### src/rtl/drac_pkg.sv
// Shared types for the branch resolve controller: FSM states and the
// registered resolved-branch record.
package drac_pkg;

    localparam int unsigned DRAC_XLEN   = 64;
    localparam int unsigned DRAC_CHKP_W = 2;
    localparam int unsigned DRAC_CNT_W  = 32;

    typedef enum logic [1:0] {
        IDLE    = 2'd0,
        RECOVER = 2'd1,
        DRAIN   = 2'd2
    } br_res_state_t;

    typedef struct packed {
        logic [DRAC_XLEN-1:0]   pc;
        logic                   taken;
        logic [DRAC_XLEN-1:0]   target;
        logic                   pred_taken;
        logic [DRAC_XLEN-1:0]   pred_addr;
        logic [DRAC_CHKP_W-1:0] chkp;
        logic                   chkp_done;
        logic                   is_jump;
        logic                   ex_valid;
    } br_res_t;

    // Jumps resolve taken regardless of the branch unit's direction bit.
    function automatic logic eff_taken(input br_res_t b);
        return b.taken | b.is_jump;
    endfunction

endpackage

### src/rtl/br_mispred_detect.sv
// Combinational mispredict compare and corrected fetch address for one
// resolved branch.
module br_mispred_detect #(
    parameter int unsigned XLEN = 64
) (
    input  logic [XLEN-1:0] i_pc,
    input  logic            i_taken,
    input  logic [XLEN-1:0] i_target,
    input  logic            i_pred_taken,
    input  logic [XLEN-1:0] i_pred_addr,
    output logic            o_mispred,
    output logic [XLEN-1:0] o_fix_pc
);

    logic w_dir_miss;
    logic w_tgt_miss;

    assign w_dir_miss = i_taken != i_pred_taken;
    assign w_tgt_miss = i_taken & (i_pred_addr != i_target);
    assign o_mispred  = w_dir_miss | w_tgt_miss;

    // Fall-through wraps at the top of the address space.
    assign o_fix_pc   = i_taken ? i_target : (i_pc + XLEN'(4));

endmodule

### src/rtl/branch_resolve_ctrl.sv
// Registers resolved branches, raises redirect / checkpoint recovery /
// predictor update, and back-pressures branch issue during recovery.
module branch_resolve_ctrl
    import drac_pkg::*;
#(
    parameter int unsigned XLEN   = DRAC_XLEN,
    parameter int unsigned CHKP_W = DRAC_CHKP_W,
    parameter int unsigned CNT_W  = DRAC_CNT_W
) (
    input  logic              clk_i,
    input  logic              rstn_i,
    input  logic              kill_i,
    input  logic              br_valid_i,
    input  logic [XLEN-1:0]   br_pc_i,
    input  logic              br_taken_i,
    input  logic [XLEN-1:0]   br_target_i,
    input  logic              br_is_jump_i,
    input  logic              br_ex_valid_i,
    input  logic              pred_taken_i,
    input  logic [XLEN-1:0]   pred_addr_i,
    input  logic [CHKP_W-1:0] br_chkp_i,
    input  logic              br_chkp_done_i,
    output logic              br_ready_o,
    output logic              redirect_valid_o,
    output logic [XLEN-1:0]   redirect_pc_o,
    output logic              recover_req_o,
    output logic [CHKP_W-1:0] recover_chkp_o,
    input  logic              recover_ack_i,
    output logic              bpu_upd_valid_o,
    output logic [XLEN-1:0]   bpu_upd_pc_o,
    output logic              bpu_upd_taken_o,
    output logic [XLEN-1:0]   bpu_upd_target_o,
    output logic [CNT_W-1:0]  cnt_branch_o,
    output logic [CNT_W-1:0]  cnt_mispred_o
);

    br_res_state_t     r_state;
    br_res_state_t     w_state_nxt;
    br_res_t           r_br;
    logic              r_br_vld;
    logic [CHKP_W-1:0] r_chkp;
    logic [CNT_W-1:0]  r_cnt_branch;
    logic [CNT_W-1:0]  r_cnt_mispred;

    logic              w_take;
    logic              w_live;
    logic              w_act;
    logic              w_taken;
    logic              w_mispred;
    logic [XLEN-1:0]   w_fix_pc;
    logic              w_fire;
    logic              w_ready;
    logic              w_ld_chkp;

    assign w_take  = br_valid_i & br_ready_o & ~kill_i;
    assign w_live  = r_br_vld & ~kill_i;
    assign w_act   = w_live & ~r_br.ex_valid;
    assign w_taken = eff_taken(r_br);

    br_mispred_detect #(
        .XLEN (XLEN)
    ) u_detect (
        .i_pc         (r_br.pc),
        .i_taken      (w_taken),
        .i_target     (r_br.target),
        .i_pred_taken (r_br.pred_taken),
        .i_pred_addr  (r_br.pred_addr),
        .o_mispred    (w_mispred),
        .o_fix_pc     (w_fix_pc)
    );

    assign w_fire = w_act & w_mispred & (r_state == IDLE);

    always_ff @(posedge clk_i or negedge rstn_i) begin
        if (!rstn_i) begin
            r_br_vld <= 1'b0;
            r_br     <= '0;
        end else begin
            r_br_vld <= w_take;
            if (w_take) begin
                r_br.pc         <= br_pc_i;
                r_br.taken      <= br_taken_i;
                r_br.target     <= br_target_i;
                r_br.pred_taken <= pred_taken_i;
                r_br.pred_addr  <= pred_addr_i;
                r_br.chkp       <= br_chkp_i;
                r_br.chkp_done  <= br_chkp_done_i;
                r_br.is_jump    <= br_is_jump_i;
                r_br.ex_valid   <= br_ex_valid_i;
            end
        end
    end

    always_ff @(posedge clk_i or negedge rstn_i) begin
        if (!rstn_i) begin
            r_state <= IDLE;
            r_chkp  <= '0;
        end else begin
            r_state <= w_state_nxt;
            if (w_ld_chkp) begin
                r_chkp <= r_br.chkp;
            end
        end
    end

    always_comb begin
        w_state_nxt = r_state;
        w_ld_chkp   = 1'b0;
        w_ready     = 1'b0;
        if (kill_i) begin
            w_state_nxt = IDLE;
        end else begin
            unique case (r_state)
                IDLE: begin
                    if (w_fire) begin
                        w_state_nxt = r_br.chkp_done ? RECOVER : DRAIN;
                        w_ld_chkp   = r_br.chkp_done;
                    end
                end
                RECOVER: begin
                    if (recover_ack_i) begin
                        w_state_nxt = DRAIN;
                    end
                end
                DRAIN:   w_state_nxt = IDLE;
                default: w_state_nxt = IDLE;
            endcase
        end
        // Issue is held off for the detection cycle as well as RECOVER/DRAIN.
        if ((r_state == IDLE) && !w_fire) begin
            w_ready = 1'b1;
        end
    end

    always_ff @(posedge clk_i or negedge rstn_i) begin
        if (!rstn_i) begin
            r_cnt_branch  <= '0;
            r_cnt_mispred <= '0;
        end else begin
            if (w_live) begin
                r_cnt_branch <= r_cnt_branch + 1'b1;
            end
            if (w_fire) begin
                r_cnt_mispred <= r_cnt_mispred + 1'b1;
            end
        end
    end

    assign br_ready_o       = w_ready;
    assign redirect_valid_o = w_fire;
    assign redirect_pc_o    = w_fire ? w_fix_pc : '0;
    assign recover_req_o    = (r_state == RECOVER);
    assign recover_chkp_o   = (r_state == RECOVER) ? r_chkp : '0;
    assign bpu_upd_valid_o  = w_act;
    assign bpu_upd_pc_o     = w_act ? r_br.pc : '0;
    assign bpu_upd_taken_o  = w_act & w_taken;
    assign bpu_upd_target_o = w_act ? r_br.target : '0;
    assign cnt_branch_o     = r_cnt_branch;
    assign cnt_mispred_o    = r_cnt_mispred;

    a_no_issue_when_stalled: assert property (
        @(posedge clk_i) disable iff (!rstn_i) !(br_valid_i && !br_ready_o)
    );

endmodule

### config.mk
export PLATFORM = sky130hd
export DESIGN_NAME = branch_resolve_ctrl
export DESIGN_NICKNAME = d
export VERILOG_FILES = /design/src/rtl/drac_pkg.sv /design/src/rtl/br_mispred_detect.sv /design/src/rtl/branch_resolve_ctrl.sv
export SDC_FILE = /design/constraint.sdc
export NUM_CORES = 1
export LEC_CHECK = 0
export CORE_MARGIN = 5
export CORE_UTILIZATION = 52
export DETAILED_ROUTE_END_ITERATION = 12
export PLACE_DENSITY = 0.88
export REMOVE_ABC_BUFFERS = 1
export SETUP_SLACK_MARGIN = 0.4
export SLEW_MARGIN = 10
export SYNTH_ARGS = -nofsm -noshare
export SYNTH_HDL_FRONTEND = slang
export SYNTH_HIERARCHICAL = 1
export SYNTH_SLANG_ARGS = --single-unit
export TNS_END_PERCENT = 30
### constraint.sdc
create_clock -name clk_i -period 9.25 [get_ports clk_i]
set_clock_uncertainty 0.2 [all_clocks]
set_input_delay 1.3875 -clock clk_i [delete_from_list [all_inputs] [get_ports clk_i]]
set_output_delay 1.3875 -clock clk_i [all_outputs]
set_load 0.005 [all_outputs]
# Word-level counts from Yosys, hierarchy flattened
# Index checks and enable logic that the tools add are counted.
# word_totals
out_inout_bits,263
word_cells,52
register_bits,268
in_bits,204
# op_classes
n_mux,14
bitwise,12
n_reduce_logical,4
addsub,3
eq_ne,5
# ops
op,count
$mux W64,4
$add A32 B1 Y32 const B,2
$add A64 B3 Y64 const B,1
$ne A64 B64 Y1,1
$mux W2,5
$and A1 B1 Y1,8
$mux W1,4
$pmux W2 S2,1
$ne A3 B2 Y1 const B,1
$ne A3 B3 Y1 const B,1
$eq A2 B1 Y1 const B,1
$logic_not A2 Y1,1
$not A1 Y1,2
$or A1 B1 Y1,2
$reduce_and A2 Y1,1
$logic_and A1 B1 Y1,1
$logic_not A1 Y1,1
$ne A1 B1 Y1,1

# Logic depth before layout (Yosys ltp)
# Gate-level depths: netlist (run 1).
# logic_depth
ltp_word,10
ltp_mapped,13
mapped_depth_nobuf,9

# By module
# Netlist (run 1), hierarchy kept.
# modules_own_cells
module,cells_each,instances,seq_area_each_um2,area_per_inst_um2
branch_resolve_ctrl,931,1,6706.4,12419.4
br_mispred_detect,438,1,0.0,2751.4

# Worst setup path before layout (run 1)
# Ideal clock, no wire load.
# synth_timing
path_kind,input port to output port
from,in kill_i
to,out redirect_pc_o[13]
path_stages,5
n_path_buf,3
t_required_ps,7663
arrival_time_ps,2482
slack_ps,5181
path_cell_list,nor4bb_1 -> buf_2 -> clkbuf_1 -> clkbuf_1 -> and3_1
# synth_between
elab_chain_cells,6
# synth_lines
item,line,text
"start, declared",branch_resolve_ctrl.sv:12,"input logic kill_i,"
$not A1 Y1,branch_resolve_ctrl.sv:56,assign w_live = r_br_vld & ~kill_i;
$and A1 B1 Y1,branch_resolve_ctrl.sv:56,
$and A1 B1 Y1,branch_resolve_ctrl.sv:57,assign w_act = w_live & ~r_br.ex_valid;
$and A1 B1 Y1 (2 in series),branch_resolve_ctrl.sv:72,assign w_fire = w_act & w_mispred & (r_state == IDLE);
$mux W64,branch_resolve_ctrl.sv:151,assign redirect_pc_o = w_fire ? w_fix_pc : '0;
"end, declared",branch_resolve_ctrl.sv:25,"output logic [XLEN-1:0] redirect_pc_o,"
# Every way passes these cells.

# Worst setup path in the final report (run 1)
# layout_timing
from,in kill_i
to,out bpu_upd_pc_o[30]
# layout_between
elab_chain_cells,4
# layout_lines
item,line,text
$not A1 Y1,branch_resolve_ctrl.sv:56,
$and A1 B1 Y1,branch_resolve_ctrl.sv:56,
$and A1 B1 Y1,branch_resolve_ctrl.sv:57,
$mux W64,branch_resolve_ctrl.sv:155,assign bpu_upd_pc_o = w_act ? r_br.pc : '0;
"end, declared",branch_resolve_ctrl.sv:30,"output logic [XLEN-1:0] bpu_upd_pc_o,"
# Every way passes these cells.

==> impl_results.rst, run 1 <==
.. list-table::
   :header-rows: 1

   * - Metric
     - Value
   * - Initial cell density of the core
     - 52.7%
   * - H-tree levels
     - 1
   * - Worst hold slack across all endpoints
     - 0.276 ns
   * - Share of async-settable or async-resettable flops after synthesis
     - 100%
   * - Period Utilization, post-route
     - 68.5%
   * - Final-layout fill cell count
     - 1901
   * - DIE AREA
     - 32700 µm²
   * - Detail-routed via count per cell
     - 5.89
   * - Xor/xnor share of the synthesized area
     - 8.83%
   * - Slew at the pin closest to its max-slew limit
     - 1.16 ns
   * - Clock tree root driver cell
     - sky130_fd_sc_hd__clkbuf_16
   * - Row count
     - 62
   * - Yosys top cell by area
     - sky130_fd_sc_hd__dfrtp_1
   * - Post-Syn Area per Cell
     - 11.1 µm²
   * - Count of cell types in the netlist
     - 50
   * - CTS tree
     - done
   * - Critical Path End Type
     - output port
   * - Number of cells produced by synthesis
     - 1369
   * - # clock sinks
     - 268
   * - Unrepaired setup endpoints after global routing
     - false
   * - Congestion Overflow GR
     - 0
   * - Final worst slack
     - 2.91 ns
   * - Synth Area in Simple Gates
     - 21.2%
   * - Most frequently used flop master after synthesis
     - sky130_fd_sc_hd__dfrtp_1
   * - Die Span X
     - 181 µm
   * - Number of enable-type register cells in the synthesized netlist
     - 0
   * - Slowest stage cell, crit path
     - sky130_fd_sc_hd__nor2b_4
   * - Net count, final
     - 2007
   * - Violation count after the first detailed-route iteration
     - 1150
   * - Cell area power density
     - 191 nW/µm²
   * - Dominant cell by count in the synthesized netlist
     - sky130_fd_sc_hd__dfrtp_1
   * - Fraction of post-synthesis cell area in the top cell type by area
     - 44.2%
   * - Share of cell area taken by muxes after synthesis
     - 17.2%
   * - Floorplan die height
     - 181 µm
   * - Antenna Violating Nets Remaining
     - 0
   * - Number of optimization iterations in the first detailed-route pass
     - 6
   * - Clock Latency Late Sink
     - 0.55 ns
   * - Total Power Consumption
     - 4010 µW
   * - Top post-synthesis cells by count
     - sky130_fd_sc_hd__dfrtp_1 (268), sky130_fd_sc_hd__and2_1 (143), sky130_fd_sc_hd__mux2_1 (105), sky130_fd_sc_hd__and3_1 (85)
   * - Vias after detailed routing
     - 13000
   * - Final count of negative-setup-slack endpoints
     - 0
   * - Post-DP HPWL
     - 36700 µm
   * - Via count of the first global-routing pass
     - 13100
   * - Max Cap Viol
     - 0
   * - Count of instances resized after the clock tree is built
     - 0
   * - Maximum number of pins on one net before global-route repair
     - 122
   * - Top fanout value on the critical path
     - 70
   * - Clock Pin Slew Worst Setup and Hold Paths
     - 0.06 ns
   * - Dominant delay contributor by cell family on the critical path
     - buffers and inverters
   * - Worst Setup Start Kind
     - input pin
   * - Post-synthesis sequential element count
     - 268
   * - Antenna violations before repair
     - 3
   * - TritonCTS buffer count
     - 30
   * - Compound-cell area share of the yosys netlist
     - 3.92%
   * - Maximum clock frequency
     - 0.158 GHz
   * - Total setup buffers inserted after CTS
     - 0
   * - CTS hold repair buffers
     - 0
   * - Top-level I/O count
     - 467
   * - Gr usage total
     - 29.8%
   * - Worst path bufs/invs
     - 3
   * - Worst slew margin relative to its limit
     - 22.9%
   * - Setup Total Neg Slack
     - 0 ns
   * - Synth Area in Adders
     - 0.247%
   * - Total core area
     - 28800 µm²
   * - Summed instance area of the synthesized netlist
     - 15200 µm²
   * - Outcome
     - finished clean
   * - Reported leakage power
     - 0.00885 µW
   * - Arr. time, crit path
     - 4.75 ns
   * - Count of placed standard cells in the final layout, fillers left out
     - 2208
   * - Part of the Yosys area used for sequential elements
     - 44.2%
   * - Cell total after placement
     - 2152
   * - Post-layout minimum cycle time
     - 6.34 ns
   * - Worst min-delay path category
     - reg -> reg
   * - Drt total wl
     - 50800 µm
   * - Cell repeated most along the worst path
     - sky130_fd_sc_hd__clkdlybuf4s50_1
   * - Wirelength per Cell
     - 23.0 µm
   * - Multi-input gate area in the final layout
     - 7840 µm²
   * - Number of synthesis warnings
     - 6
   * - Post-Place Worst Slack
     - 2.97 ns
   * - Global-route wire length before repair
     - 77300 µm
   * - Dominant combinational cell family by area after synthesis
     - simple AND/OR/NAND/NOR gates
   * - Required arrival time at the worst endpoint
     - 7.66 ns
   * - Final hold violations
     - 0
   * - Input/output buffers
     - 466
   * - Share of cells above drive strength 1
     - 9.99%
   * - Number of slew-limit violations in the final report
     - 0
   * - Critical path start-end classification
     - in -> out
   * - Crit path largest cell delay
     - 0.96 ns
   * - Final Wtd Congestion
     - 0.947
   * - Most area-consuming cells after synthesis
     - sky130_fd_sc_hd__dfrtp_1 (44%), sky130_fd_sc_hd__mux2_4 (8.1%), sky130_fd_sc_hd__mux2_1 (7.8%)
   * - Crit path cell chain
     - clkdlybuf4s50_1, nor2b_1, nor2b_4, buf_4, and2_1, clkdlybuf4s50_1
   * - Flip-flop and latch area
     - 6710 µm²
   * - Clk buf depth
     - 3
   * - Area growth from synthesis to final layout
     - 38.2%
   * - Residual DRC
     - 0
   * - Maximum VDD drop
     - 144 µV
-- kinds of logic after synthesis --
family / Yosys count
AOI/OAI and AO/OA: 98
xor gates and xnor gates: 153
adders and majority gates: 3
buffers and inverters: 97
DFF: 268
muxes: 205
and+or+nand+nor: 545
-- worst register-to-register path, stage by stage (launching register included) --
cell and delay (ns):
sky130_fd_sc_hd__dfrtp_1 0.35, sky130_fd_sc_hd__or2_4 0.41, sky130_fd_sc_hd__buf_4 0.47, sky130_fd_sc_hd__o2111ai_1 0.17
sky130_fd_sc_hd__nor4_1 0.31, sky130_fd_sc_hd__nand2_1 0.08, sky130_fd_sc_hd__o32a_1 0.31, sky130_fd_sc_hd__nor4bb_4 0.17
sky130_fd_sc_hd__buf_4 0.28, sky130_fd_sc_hd__nor4b_4 0.69, sky130_fd_sc_hd__buf_4 0.37, sky130_fd_sc_hd__buf_4 0.75
sky130_fd_sc_hd__mux2_2 0.48
-- path summary, 6_finish.rpt --
kind                                               start  slack (ns)                            end  depth (start not counted)
max reg2reg                        r_br[134]$_DFFE_PN0P_        4.09          r_br[153]$_DFFE_PN0P_                         12
min                        cnt_mispred_o[31]$_DFFE_PN0N_        0.28  cnt_mispred_o[31]$_DFFE_PN0N_                          1
max                                               kill_i        2.91               bpu_upd_pc_o[30]                          6
min reg2reg                cnt_mispred_o[31]$_DFFE_PN0N_        0.28  cnt_mispred_o[31]$_DFFE_PN0N_                          1
max in group asynchronous                         rstn_i        6.23           r_br[26]$_DFFE_PN0P_                          3
min in group asynchronous                         rstn_i        0.61          r_br[128]$_DFFE_PN0P_                          1
-- area by class of cell --
type,instances,share of cell area (%)
multi-input cells,1004,37.4
flip-flops and latches,268,32.0
repair buffers,479,22.8
clock buffers,41,4.21
well taps,384,2.29
clock inverters,13,0.955
inverters,17,0.304
diodes,2,0.0239
-- flip-flops by register name (all words and copies together), names as in the netlist --
signal / cells
cnt_branch_o: 32
cnt_mispred_o: 32
r_br_vld: 1
r_br: 199
r_chkp: 2
r_state: 2
-- cell usage in the layout, fill, tap and decap left out, drive strengths merged, types with 4 or more instances in the layout --
master,synthesis,routed
nor4,23,23
buf,32,14
nand2,74,74
clkbuf,48,41
nor2b,4,4
o21ai,47,47
and2,144,144
or4,15,15
a31oi,26,26
nand3,38,38
nor3,18,18
mux2,205,205
o31ai,15,15
or3,15,15
or2,5,5
bufinv,0,5
clkdlybuf4s50,0,465
and4,15,15
xor2,71,71
xnor2,82,82
inv,16,16
nor2,40,40
clkinv,1,8
dfrtp,268,268
nand4,60,60
and3,85,85
-- layer usage --
metal  track usage [%]  vias up  wire [µm]
met3              7.08      157       4740
li1                  -     5735          -
met2              49.9      776      24300
met4              12.2        4       2490
met5                 0        -         19
met1              37.2     6337      19300
-- where the power goes --
group          internal, µW  leakage, µW  switching [µW]
Combinational           567      0.00505             419
Clock                   803     0.000535             490
Sequential             1400      0.00327             334
Total                  2770      0.00885            1240
-- per-stage QoR --
stage / cell area, µm² / util [%]
2_1_floorplan: 14600 / -
3_3_place_gp: 19900 / 69.0
3_5_place_dp: 19900 / 69.0
4_1_cts: 21000 / 72.8
5_1_grt: 21000 / 72.8
6_report: 21000 / 72.8
(Power assumes the default switching activity.)
==> run 2: changes to the inputs <==
- CORE_UTILIZATION: 52 -> 48
- PLACE_DENSITY: 0.88 -> 0.82
- clock period: 9.25 -> 6.01 ns (I/O delays scaled with it)
==> run 2 against run 1 <==
Clock power grew 40%. Sequential power grew 53%. Power grew 50%. Wire length grew 2.6%. Cell count grew 1.2%. Core utilization shrank 6.1 points. Critical path depth grew 3. First-iteration DRC count shrank 17%. Global-route usage shrank 1.2 points. Combinational power grew 58%. Largest cell class unchanged.
==> impl_results.rst, run 2 (synthesized netlist as in run 1, its figures left out) <==
.. list-table::
   :header-rows: 1

   * - Metric
     - Value
   * - Vias after detailed routing
     - 12900 (was 13000)
   * - Gr usage total
     - 28.5% (was 29.8%)
   * - Reg with most FFs
     - r_br (unchanged)
   * - Maximum clock frequency
     - 0.189 GHz
   * - Area growth from synthesis to final layout
     - 38.2% (about the same)
   * - Final-layout fill cell count
     - 2378 (was 1901)
   * - Net count, final
     - 2012 (was 2007)
   * - Top fanout value on the critical path
     - 24 (was 70)
   * - Top-level I/O count
     - 467 (unchanged)
   * - Share of cells above drive strength 1
     - 10.0% (was 9.99%)
   * - Final Wtd Congestion
     - 0.905 (was 0.947)
   * - H-tree levels
     - 1 (unchanged)
   * - Worst min-delay path category
     - in -> async (was reg -> reg)
   * - Wirelength per Cell
     - 23.4 µm (was 23.0 µm)
   * - Clock Pin Slew Worst Setup and Hold Paths
     - 0.06 ns (about the same)
   * - Via count of the first global-routing pass
     - 13300 (was 13100)
   * - Initial cell density of the core
     - 48.3% (was 52.7%)
   * - Die Span X
     - 188 µm (was 181 µm)
   * - Floorplan die height
     - 188 µm (was 181 µm)
   * - Detail-routed via count per cell
     - 5.77 (was 5.89)
   * - Residual DRC
     - 0 (unchanged)
   * - Period Utilization, post-route
     - 87.9%
   * - Congestion Overflow GR
     - 0 (unchanged)
   * - Max Cap Viol
     - 0 (unchanged)
   * - Input/output buffers
     - 466 (unchanged)
   * - Post-layout minimum cycle time
     - 5.28 ns
   * - Clock tree root driver cell
     - sky130_fd_sc_hd__clkbuf_16 (unchanged)
   * - Clock Latency Late Sink
     - 0.56 ns (was 0.55 ns)
   * - Number of slew-limit violations in the final report
     - 0 (unchanged)
   * - Total core area
     - 31400 µm² (was 28800 µm²)
   * - Antenna Violating Nets Remaining
     - 0 (unchanged)
   * - Required arrival time at the worst endpoint
     - 4.91 ns (was 7.66 ns)
   * - Post-DP HPWL
     - 38800 µm (was 36700 µm)
   * - Worst Setup Start Kind
     - flip-flop (was input pin)
   * - Slew at the pin closest to its max-slew limit
     - 0.939 ns (was 1.16 ns)
   * - DIE AREA
     - 35300 µm² (was 32700 µm²)
   * - Count of instances resized after the clock tree is built
     - 0 (unchanged)
   * - Global-route wire length before repair
     - 79700 µm (was 77300 µm)
   * - Crit path largest cell delay
     - 0.68 ns (was 0.96 ns)
   * - Maximum VDD drop
     - 223 µV (was 144 µV)
   * - Most frequent cells in the layout
     - sky130_fd_sc_hd__clkdlybuf4s50_1 (465), sky130_fd_sc_hd__dfrtp_1 (268), sky130_fd_sc_hd__and2_1 (143) (unchanged)
   * - Final hold violations
     - 0 (unchanged)
   * - Number of flip-flops under the largest register name
     - 199 (unchanged)
   * - Violation count after the first detailed-route iteration
     - 949 (was 1150)
   * - Antenna violations before repair
     - 4 (was 3)
   * - Number of optimization iterations in the first detailed-route pass
     - 5 (was 6)
   * - CTS tree
     - done (unchanged)
   * - Arr. time, crit path
     - 4.18 ns (was 4.75 ns)
   * - CTS hold repair buffers
     - 0 (unchanged)
   * - Core utilization of the finished layout
     - 66.8% (was 72.8%)
   * - Worst slew margin relative to its limit
     - 37.4% (was 22.9%)
   * - Clk buf depth
     - 3 (unchanged)
   * - Most common library cell in the layout ignoring fill and taps
     - sky130_fd_sc_hd__clkdlybuf4s50_1 (unchanged)
   * - # clock sinks
     - 268 (unchanged)
   * - Drt total wl
     - 52200 µm (was 50800 µm)
   * - Crit path cell chain
     - ha_1, inv_1, nor4_4, buf_4, nand4_2, or4_1, a31oi_1, and3_1, clkdlybuf4s50_1 (was clkdlybuf4s50_1, nor2b_1, nor2b_4, buf_4, and2_1, clkdlybuf4s50_1)
   * - Maximum number of pins on one net before global-route repair
     - 116 (was 122)
   * - Number of cells on the worst reg-to-reg path
     - 11 (was 12)
   * - Cell area power density
     - 286 nW/µm² (was 191 nW/µm²)
   * - Unrepaired setup endpoints after global routing
     - false (unchanged)
   * - Critical Path End Type
     - output port (unchanged)
   * - Worst hold slack across all endpoints
     - 0.182 ns (was 0.276 ns)
   * - Slowest stage cell, crit path
     - sky130_fd_sc_hd__or4_1 (was sky130_fd_sc_hd__nor2b_4)
   * - Reported leakage power
     - 0.00883 µW (was 0.00885 µW)
   * - TritonCTS buffer count
     - 29 (was 30)
   * - Final count of negative-setup-slack endpoints
     - 0 (unchanged)
   * - Total setup buffers inserted after CTS
     - 0 (unchanged)
   * - Row count
     - 65 (was 62)
   * - Critical path start-end classification
     - reg -> out (was in -> out)
   * - Outcome
     - finished clean (unchanged)
[run 2: cell types whose count changed in the layout (fill, tap and decap cells not counted)]
cell,previous run,this run
sky130_fd_sc_hd__clkbuf_16,31,29
sky130_fd_sc_hd__buf_12,1,5
sky130_fd_sc_hd__clkinv_4,2,1
sky130_fd_sc_hd__buf_4,12,14
sky130_fd_sc_hd__diode_2,2,4
sky130_fd_sc_hd__bufinv_16,5,2
sky130_fd_sc_hd__inv_6,0,1
sky130_fd_sc_hd__clkbuf_1,3,8
[run 2: layer usage]
metal | track usage, % | wire length [µm] | vias up
li1 | - | - | 5730
met1 | 36.0 | 20400 | 6369
met2 | 48.7 | 25600 | 688
met3 | 5.71 | 4240 | 114
met4 | 10.5 | 1920 | 0
met5 | 0 | 0 | -
[run 2: critical path, delay by kind of cell, from the launching register on]
family	cells	cell delay (ns)
and+or+nand+nor	4	1.70
buffers and inverters	3	0.89
DFF	1	0.46
AOI/OAI and AO/OA	1	0.29
adders and majority gates	1	0.28
[run 2: where the power goes]
part / internal (µW) / total [µW] / switching [µW]
clock: 1060 / 1810 / 746
combinational: 880 / 1560 / 675
sequential: 2150 / 2640 / 484
[run 2: worst paths after layout]
| kind | startpoint | end | slack [ns] |
|---|---|---|---|
| max in group asynchronous | rstn_i | r_br[71]$_DFFE_PN0P_ | 3.92 |
| worst max-delay path | r_br[137]$_DFFE_PN0P_ | redirect_pc_o[50] | 0.73 |
| min in group clk_i | cnt_mispred_o[31]$_DFFE_PN0N_ | cnt_mispred_o[31]$_DFFE_PN0N_ | 0.27 |
| worst min register to register | cnt_mispred_o[31]$_DFFE_PN0N_ | cnt_mispred_o[31]$_DFFE_PN0N_ | 0.27 |
| worst min-delay path | rstn_i | r_br[70]$_DFFE_PN0P_ | 0.18 |
| worst max register to register | r_br[93]$_DFFE_PN0P_ | r_br[49]$_DFFE_PN0P_ | 1.57 |
[run 2: stage by stage]
| stage | std cells | setup slack [ns] | cell area [µm²] | power, µW | TNS (ns) |
|---|---|---|---|---|---|
| 3_3_place_gp | 2176 | 1.34 | 20000 | 4140 | 0 |
| 6_report | 2234 | 0.729 | 21000 | 6000 | 0 |
| 3_5_place_dp | 2176 | 1.36 | 20000 | 4200 | 0 |
| 2_1_floorplan | 1289 | -5.88 | 14600 | 3460 | -1230.44 |
| 4_1_cts | 2230 | 0.794 | 21000 | 6020 | 0 |
| 5_1_grt | 2234 | 0.599 | 21000 | 6280 | 0 |
[run 2: cell type report]
cell class | instances | area, µm² | area share [%]
inverter | 17 | 63.8 | 0.304
clock inverter | 10 | 110 | 0.525
timing repair buffer | 485 | 4870 | 23.3
multi-input combinational | 1004 | 7840 | 37.4
sequential | 268 | 6710 | 32.0
clock buffer | 44 | 852 | 4.07
tap | 402 | 503 | 2.40
antenna | 4 | 10.0 | 0.0478
